File: src/rtl/ising_run_ctrl.sv
// ising_run_ctrl: anneal run sequencer for the Ising core and its sampler.
// A start command runs run_count anneal runs. Each run holds the core in
// reset, releases it for the anneal window, then walks the sampler read
// address over all N spins and streams each captured phase word out.
//
// Result stream handshake: res_valid/res_data/res_spin/res_run/res_last are
// registered and hold stable while res_valid=1 and res_ready=0; a word is
// transferred on a rising clk edge with res_valid&res_ready=1, and res_valid
// drops on the following cycle. The only drop without a transfer is an abort
// or an asynchronous reset.
module ising_run_ctrl #(
    parameter int          N          = 3,
    parameter logic [31:0] PHASE_BASE = 32'd0,
    parameter int          READ_LAT   = 2
) (
    input  logic        clk,
    input  logic        rstn,
    input  logic        start,
    input  logic        abort,
    input  logic [15:0] run_count,
    input  logic [15:0] reset_cycles,
    input  logic [31:0] anneal_cycles,
    input  logic [31:0] host_rd_addr,
    output logic        ising_rstn,
    output logic [31:0] rd_addr,
    input  logic [31:0] phase,
    output logic        res_valid,
    input  logic        res_ready,
    output logic [31:0] res_data,
    output logic [15:0] res_spin,
    output logic [15:0] res_run,
    output logic        res_last,
    output logic        busy,
    output logic        done,
    output logic        aborted,
    output logic [2:0]  dbg_state
);

    localparam logic [2:0] S_IDLE   = 3'd0;
    localparam logic [2:0] S_RST    = 3'd1;
    localparam logic [2:0] S_ANNEAL = 3'd2;
    localparam logic [2:0] S_SETTLE = 3'd3;
    localparam logic [2:0] S_PUSH   = 3'd4;
    localparam logic [2:0] S_DONE   = 3'd5;

    localparam logic [31:0] LAT_M1    = 32'(READ_LAT - 1);
    localparam logic [31:0] LAST_SPIN = 32'(N - 1);

    logic [2:0]  r_state;
    logic [31:0] r_cnt;        // shared cycle counter for RST/ANNEAL/SETTLE
    logic [31:0] r_spin;       // spin currently addressed on rd_addr
    logic [15:0] r_run;        // 0-based run index within the job
    logic [15:0] r_run_count;  // job configuration latched at start
    logic [31:0] r_rst_len;
    logic [31:0] r_ann_len;
    logic        r_res_valid;
    logic [31:0] r_res_data;
    logic [15:0] r_res_spin;
    logic [15:0] r_res_run;
    logic        r_res_last;
    logic        r_aborted;

    logic w_hs;
    logic w_last_spin;
    logic w_last_run;

    assign w_hs        = r_res_valid & res_ready;
    assign w_last_spin = (r_spin == LAST_SPIN);
    assign w_last_run  = (r_run == (r_run_count - 16'd1));

    // Sequencer state, counters, configuration latch and result register.
    always_ff @(posedge clk or negedge rstn) begin
        if (!rstn) begin
            r_state     <= S_IDLE;
            r_cnt       <= 32'd0;
            r_spin      <= 32'd0;
            r_run       <= 16'd0;
            r_run_count <= 16'd0;
            r_rst_len   <= 32'd0;
            r_ann_len   <= 32'd0;
            r_res_valid <= 1'b0;
            r_res_data  <= 32'd0;
            r_res_spin  <= 16'd0;
            r_res_run   <= 16'd0;
            r_res_last  <= 1'b0;
            r_aborted   <= 1'b0;
        end else begin
            r_aborted <= 1'b0;
            if (abort && (r_state != S_IDLE)) begin
                // Abort drops everything, including a pending result word.
                r_state     <= S_IDLE;
                r_cnt       <= 32'd0;
                r_spin      <= 32'd0;
                r_res_valid <= 1'b0;
                r_aborted   <= 1'b1;
            end else begin
                case (r_state)
                    S_IDLE: begin
                        // A simultaneous abort cancels the start request.
                        if (start && !abort) begin
                            r_run_count <= run_count;
                            r_rst_len   <= (reset_cycles == 16'd0) ? 32'd1 : {16'd0, reset_cycles};
                            r_ann_len   <= (anneal_cycles == 32'd0) ? 32'd1 : anneal_cycles;
                            r_run       <= 16'd0;
                            r_cnt       <= 32'd0;
                            r_spin      <= 32'd0;
                            r_state     <= (run_count == 16'd0) ? S_DONE : S_RST;
                        end
                    end
                    S_RST: begin
                        if (r_cnt == (r_rst_len - 32'd1)) begin
                            r_cnt   <= 32'd0;
                            r_state <= S_ANNEAL;
                        end else begin
                            r_cnt <= r_cnt + 32'd1;
                        end
                    end
                    S_ANNEAL: begin
                        if (r_cnt == (r_ann_len - 32'd1)) begin
                            r_cnt   <= 32'd0;
                            r_spin  <= 32'd0;
                            r_state <= S_SETTLE;
                        end else begin
                            r_cnt <= r_cnt + 32'd1;
                        end
                    end
                    S_SETTLE: begin
                        // rd_addr has been stable READ_LAT cycles: phase is valid now.
                        if (r_cnt == LAT_M1) begin
                            r_cnt       <= 32'd0;
                            r_res_data  <= phase;
                            r_res_spin  <= r_spin[15:0];
                            r_res_run   <= r_run;
                            r_res_last  <= w_last_spin;
                            r_res_valid <= 1'b1;
                            r_state     <= S_PUSH;
                        end else begin
                            r_cnt <= r_cnt + 32'd1;
                        end
                    end
                    S_PUSH: begin
                        if (w_hs) begin
                            r_res_valid <= 1'b0;
                            if (!w_last_spin) begin
                                r_spin  <= r_spin + 32'd1;
                                r_state <= S_SETTLE;
                            end else if (!w_last_run) begin
                                r_run   <= r_run + 16'd1;
                                r_state <= S_RST;
                            end else begin
                                r_state <= S_DONE;
                            end
                        end
                    end
                    S_DONE: begin
                        r_state <= S_IDLE;
                    end
                    default: begin
                        r_state <= S_IDLE;
                    end
                endcase
            end
        end
    end

    // Outputs decoded from state; the core runs only while annealing or reading out.
    always_comb begin
        ising_rstn = 1'b0;
        busy       = 1'b0;
        done       = 1'b0;
        rd_addr    = host_rd_addr;
        if ((r_state == S_ANNEAL) || (r_state == S_SETTLE) || (r_state == S_PUSH)) begin
            ising_rstn = 1'b1;
        end
        if (r_state != S_IDLE) begin
            busy    = 1'b1;
            rd_addr = PHASE_BASE + r_spin;
        end
        if (r_state == S_DONE) begin
            done = 1'b1;
        end
    end

    assign res_valid = r_res_valid;
    assign res_data  = r_res_data;
    assign res_spin  = r_res_spin;
    assign res_run   = r_res_run;
    assign res_last  = r_res_last;
    assign aborted   = r_aborted;
    assign dbg_state = r_state;

endmodule
File: config.mk
export PLATFORM = sky130hd
export DESIGN_NAME = ising_run_ctrl
export DESIGN_NICKNAME = d
export VERILOG_FILES = /design/src/rtl/ising_run_ctrl.sv
export SDC_FILE = /design/constraint.sdc
export NUM_CORES = 1
export LEC_CHECK = 0
export ABC_AREA = 1
export BUFFER_PORTS_ARGS = -buffer_cell sky130_fd_sc_hd__buf_4
export CORE_ASPECT_RATIO = 0.8
export CORE_UTILIZATION = 30
export DETAILED_ROUTE_END_ITERATION = 8
export PLACE_DENSITY = 0.61
export RECOVER_POWER = 50
export SYNTH_ARGS = -nofsm -noshare
export SYNTH_HDL_FRONTEND = slang
export SYNTH_SLANG_ARGS = --single-unit
File: constraint.sdc
create_clock -name clk -period 2.6 [get_ports clk]
set_input_delay 0.39 -clock clk [delete_from_list [all_inputs] [get_ports clk]]
set_output_delay 0.39 -clock clk [all_outputs]
set_load 0.01 [all_outputs]
After elaboration in Yosys (flattened, before gate mapping)
Index checks and enable logic that the tools add are counted.

storage, ports and cells
  logic and storage cells = 99
  flip-flop bits (word level) = 230
  input bits = 133

operators by class
  reduce and logical (&&, ||, !) cells = 21
  equality and inequality tests = 20
  muxes and demuxes = 37
  bitwise operators = 2
  add/sub/neg operators = 6

operators with widths
  cell                                                  number
  two-way mux 32 bit                                    11
  case mux 32 bit (4 select lines)                      1
  case mux 32 bit (3 select lines)                      1
  two-way mux 16 bit                                    5
  adder 32 x 1 -> 32 bit, second input constant         2
  equality test 32 bit                                  2
  subtractor 32 x 1 -> 32 bit, second input constant    2
  equality test 32 x 1 -> 1 bit, second input constant  1
  equality test 32 x 2 -> 1 bit, second input constant  1
  logical NOT 16 bit                                    2
  logical NOT 32 bit                                    1
  case mux 16 bit (2 select lines)                      1
  two-way mux 3 bit                                     9
  inequality test 3 bit, second input constant          6
  adder 16 x 1 -> 16 bit, second input constant         1
  equality test 16 bit                                  1
  subtractor 16 x 1 -> 16 bit, second input constant    1
  case mux 3 bit (5 select lines)                       1
  AND reduction 5 bit                                   2
  AND reduction 3 bit                                   3
  inequality test 2 bit, second input constant          4
  two-way mux 1 bit                                     7
  equality test 3 x 2 -> 1 bit, second input constant   2
  equality test 3 bit, second input constant            2
  other kinds (14)                                      17

Longest topological paths before layout
  depth in word-level cells = 7
  depth in mapped cells = 22
  gate-level depth less buffers = 20

Least setup slack after synthesis
Ideal clock, no wire load.

  path type = register to register
  start point = register r_rst_len[6]
  end point = register r_cnt[22]
  cell stages (with the launch flop) = 22
  arrival = 2.433 ns
  setup slack = 0.049 ns
  buffers on the path = 2
  clock period less this slack = 2.551 ns
  required time = 2.482 ns
  path through = dfrtp_1 nor2_2 nand3_1 nor2_4 buf_6 nand3_1 nor2_1 ha_1 nor2_1 nor2_1 o2111ai_1 nor2_1 nand3_1 nor2_1 nand3_1 nor2_1 nand2_1 nand2_1 nand3_2 buf_6 nand3_1 nand2_1

between the ends
  cells in the longest elaborated chain, start to end = 5

RTL lines
  what                              RTL line  text
  start: declaration                54        logic [31:0] r_rst_len;
  start signal: assignment          102       r_rst_len <= (reset_cycles == 16'd0) ? 32'd1 : {16'd0, reset_cycles};
  subtractor 32 x 1 -> 32 bit       111       if (r_cnt == (r_rst_len - 32'd1)) begin
  equality test 32 bit              111
  two-way mux 32 bit                111
  case mux 32 bit (4 select lines)  97        case (r_state)
  two-way mux 32 bit                89        if (abort && (r_state != S_IDLE)) begin
  end signal: assignment            115       r_cnt <= r_cnt + 32'd1;
  end signal: assignment            124       r_cnt <= r_cnt + 32'd1;
  end signal: assignment            138       r_cnt <= r_cnt + 32'd1;
  end: declaration                  50        logic [31:0] r_cnt;

Every way passes these cells.
A chain may end at the register's enable or synchronous reset.

Worst setup path in the final report
  start point = register r_rst_len[6]
  end point = register r_cnt[19]

Same word-level chain as after synthesis.

==> results_dict.tcl <==
set metrics [dict create \
    status "complete, no violations" \
    p_per_area_nw_per_um2 900 \
    min_period_over_period_pct 99.9 \
    dp.cells 2977 \
    nNetsFinal 2564 \
    place.gp.congestion 0.957 \
    portBuffers 237 \
    syn_area_um2 14400 \
    syn_avg_cell_area_um2 6.81 \
    grt_setup_unrepaired "true" \
    grt_pass1_wl_um 76100 \
    power.share.sequential_pct 29.5 \
    vias_per_cell 4.89 \
    slew_headroom_pct 2.66 \
    end_kind "flip-flop" \
    postSynth.asyncResetShare_pct 100 \
    path_class "reg -> reg" \
    grt_usage_pct 19.5 \
    stdcell_count 3059 \
    crit_required_ns 3.04 \
    synth_top_area_cell "dfrtp_1" \
    antennaDiodeCount 0 \
    ir_worst_vdd_mv 0.665 \
    grt_max_degree 65 \
    period_minus_slack_ns 2.60 \
    ys_types 46 \
    core_um2 47100 \
    vias 15000 \
    fill_cells 4921 \
    finClkSkew_ns 0.0143 \
    clock_latency_ns 0.56 \
    ys_ff_latch 214 \
    synth-seq-area-share_pct 37.3 \
    internal_power_w 0.00961 \
    p_sw_w 0.00732 \
    final_util_pct 39.9 \
    synth_edf_count 0 \
    final-hold-violation-count 0 \
    grt_overflow 0 \
    yosysWarnings 0 \
    syn_to_final_growth_pct 31.1 \
    dpl.hpwl_um 36500 \
    p_leak_nw 9.15 \
    path_max_fanout 31 \
    cts_buffers 25 \
    p_comb_share_pct 48.9 \
    drtIter0Drc 1385 \
    first_pass_iters 5 \
    maxCapViolations 0 \
    dieArea_um2 48700 \
    synthFlopType "dfrtp_1" \
    grt_pass1_vias 14000 \
    dieHeight_um 198 \
    cts_root_buf "clkbuf_16" \
    tightest_slew_ns 1.46 \
    clockBufferDepth 3 \
    initial_core_util_pct 30.5 \
    yosysTopAreaCellShare_pct 37.3 \
    hold_class "in -> reg" \
    start_kind "flip-flop" \
    row_count 71 \
    netSwitchingFraction_pct 43.2 \
    drc 0 \
    synth_cells 2108 \
    antenna_found_initial 0 \
    setup_viol 0 \
    clk_pin_slew_ns 0.06 \
    slew_viol_final 0 \
    io_pins 238 \
    wl_um 49400 \
    cts_tree "done" \
    cts_max_level 1 \
    die_w_um 247 \
    syn_nets 2250 \
    power_frac_clock_pct 21.6 \
    final.setup.tns_ns 0 \
    preCtsSetupSlack_ns -0.150 \
    arrival_ns 3.04 \
    synth_area_leaders "dfrtp_1 (37%), nand2_1 (18%), nand3_1 (5.6%)" \
    clock_sinks 214 \
    fmax_mhz 385 \
    fin_ws_ns 0.00329 \
    drive_gt1_share_pct 19.8 \
    ant_nets 0 \
    post_drt_wl_per_cell_um 16.2 \
]
==> through the flow <==
stage | hold slack, ns | instance area [um^2] | total power [W]
after CTS | 0.0000949 | 18400 | 0.0163
final | 0.0369 | 18800 | 0.0169
after global routing | 0.0224 | 18800 | 0.0182
after detailed placement | 0.341 | 17300 | 0.0124
after global placement | 0.338 | 17300 | 0.0123
after floorplan | 0.0944 | 14400 | 0.00952
==> area by class of cell <==
type / instances / area, um^2 / share of cell area (%)
Clock buffer: 35 / 723 / 3.85
Clock inverter: 9 / 120 / 0.639
Inverter: 224 / 856 / 4.55
Multi-Input combinational cell: 1597 / 8180 / 43.5
Sequential cell: 214 / 5360 / 28.5
Tap cell: 620 / 776 / 4.12
Timing Repair Buffer: 360 / 2790 / 14.8
==> critical path: stages, from the launching register on <==
cell and delay, ns:
dfrtp_1 0.39, nor2_2 0.15, nand3_2 0.12, nor2_4 0.15, nand3_4 0.08, nor2_4 0.13, ha_4 0.14, nor2_1 0.04
nor2_1 0.12, o2111ai_1 0.11, nor2_1 0.12, nand3_1 0.07, nor2_1 0.12, nand3_1 0.08, nor2_1 0.08, nand2_1 0.09
nand2_1 0.08, nand3_2 0.08, buf_12 0.17, nand3_1 0.09, nand2_1 0.06
==> cell usage in the layout, fill, tap and decap left out, types with 39 or more instances in the layout <==
cell type  instances
nand4_1           55
nor3_1            45
inv_1            209
buf_4            302
nor2_1           181
xor2_1            90
nand3_1          152
o21ai_0          145
nand2_1          698
dfrtp_1          209
nor4_1            39
==> metal layers <==
layer	part of all wire (%)	track usage, %	up-vias	wire [um]
met5	0	0	-	0
met4	1.7	4.00	0	849
met3	6.7	2.69	54	3320
met2	44	29.8	482	21900
met1	47	28.9	7042	23400
li1	-	-	7376	-
==> state kept, by name (all words and copies together), names as in the netlist <==
| register | flops |
|---|---|
| aborted | 1 |
| dbg_state | 3 |
| r_ann_len | 32 |
| r_cnt | 32 |
| r_rst_len | 16 |
| r_run | 16 |
| r_run_count | 16 |
| r_spin | 32 |
| res_data | 32 |
| res_last | 1 |
| res_run | 16 |
| res_spin | 16 |
| res_valid | 1 |
==> what timing repair did <==
item | 4_1_cts | 5_1_grt
endpoints found under the hold margin | 67 | 0
hold buffers | 19 | 0
cloned | 1 | 8
resized for setup | 16 | 79
pin swaps | 1 | 19
buffers inserted | 2 | 8
endpoints found under the setup margin | 102 | 143
==> cell families after synthesis <==
| group | count (synthesis) | synth area share, % |
|---|---|---|
| AND/OR/NAND/NOR | 1281 | 39.0 |
| buffers and inverters | 302 | 8.63 |
| flip-flops | 214 | 37.3 |
| AO/OA/AOI/OAI | 179 | 6.43 |
| XOR/XNOR | 123 | 7.79 |
| adder cells (fa/ha/maj) | 9 | 0.785 |
==> power by group through the flow <==
stage	Sequential, W	Clock, W	Combinational, W
floorplan	0.00497	0	0.00455
global placement	0.00496	0	0.00733
detailed placement	0.00498	0	0.00737
CTS	0.00495	0.00378	0.00757
global route	0.00514	0.00388	0.00918
finish	0.00500	0.00365	0.00828
==> worst paths after layout <==
check / slack (ns) / endpoint / cells after the start / startpoint
min in group asynchronous: 0.71 / r_rst_len[2]$_DFFE_PN0P_ / 2 / rstn
setup reg to reg: 0.003 / r_cnt[19]$_DFFE_PN0P_ / 20 / r_rst_len[6]$_DFFE_PN0P_
max in group asynchronous: 0.35 / res_data[0]$_DFFE_PN0P_ / 3 / rstn
hold / removal: 0.04 / res_data[28]$_DFFE_PN0P_ / 3 / phase[28]
setup / recovery: 0.003 / r_cnt[19]$_DFFE_PN0P_ / 20 / r_rst_len[6]$_DFFE_PN0P_
hold reg to reg: 0.48 / res_data[25]$_DFFE_PN0P_ / 2 / res_data[25]$_DFFE_PN0P_
==> synth_stat cells, types with 2 or more instances <==
cell type and count:
nor3b_1 3, buf_4 5, a21oi_1 14, nor3_1 47
nand2_4 3, nand3_1 161, nor2_2 20, nand4_1 55
o21ai_1 8, nor2_4 5, buf_6 8, clkinv_1 3
nand3_2 3, xor2_1 92, nand2_2 9, nand3b_1 10
o21bai_1 3, or2_2 3, nand2_1 706, nor3_2 3
xnor2_1 28, o21ai_0 147, buf_2 18, ha_1 9
dfrtp_1 214, nor4_1 43, nor2_8 2, or4_1 2
inv_1 209, nor2_1 202, inv_2 11, xnor3_1 3
clkbuf_1 46
Note: power is estimated with default switching activity, not from simulation.
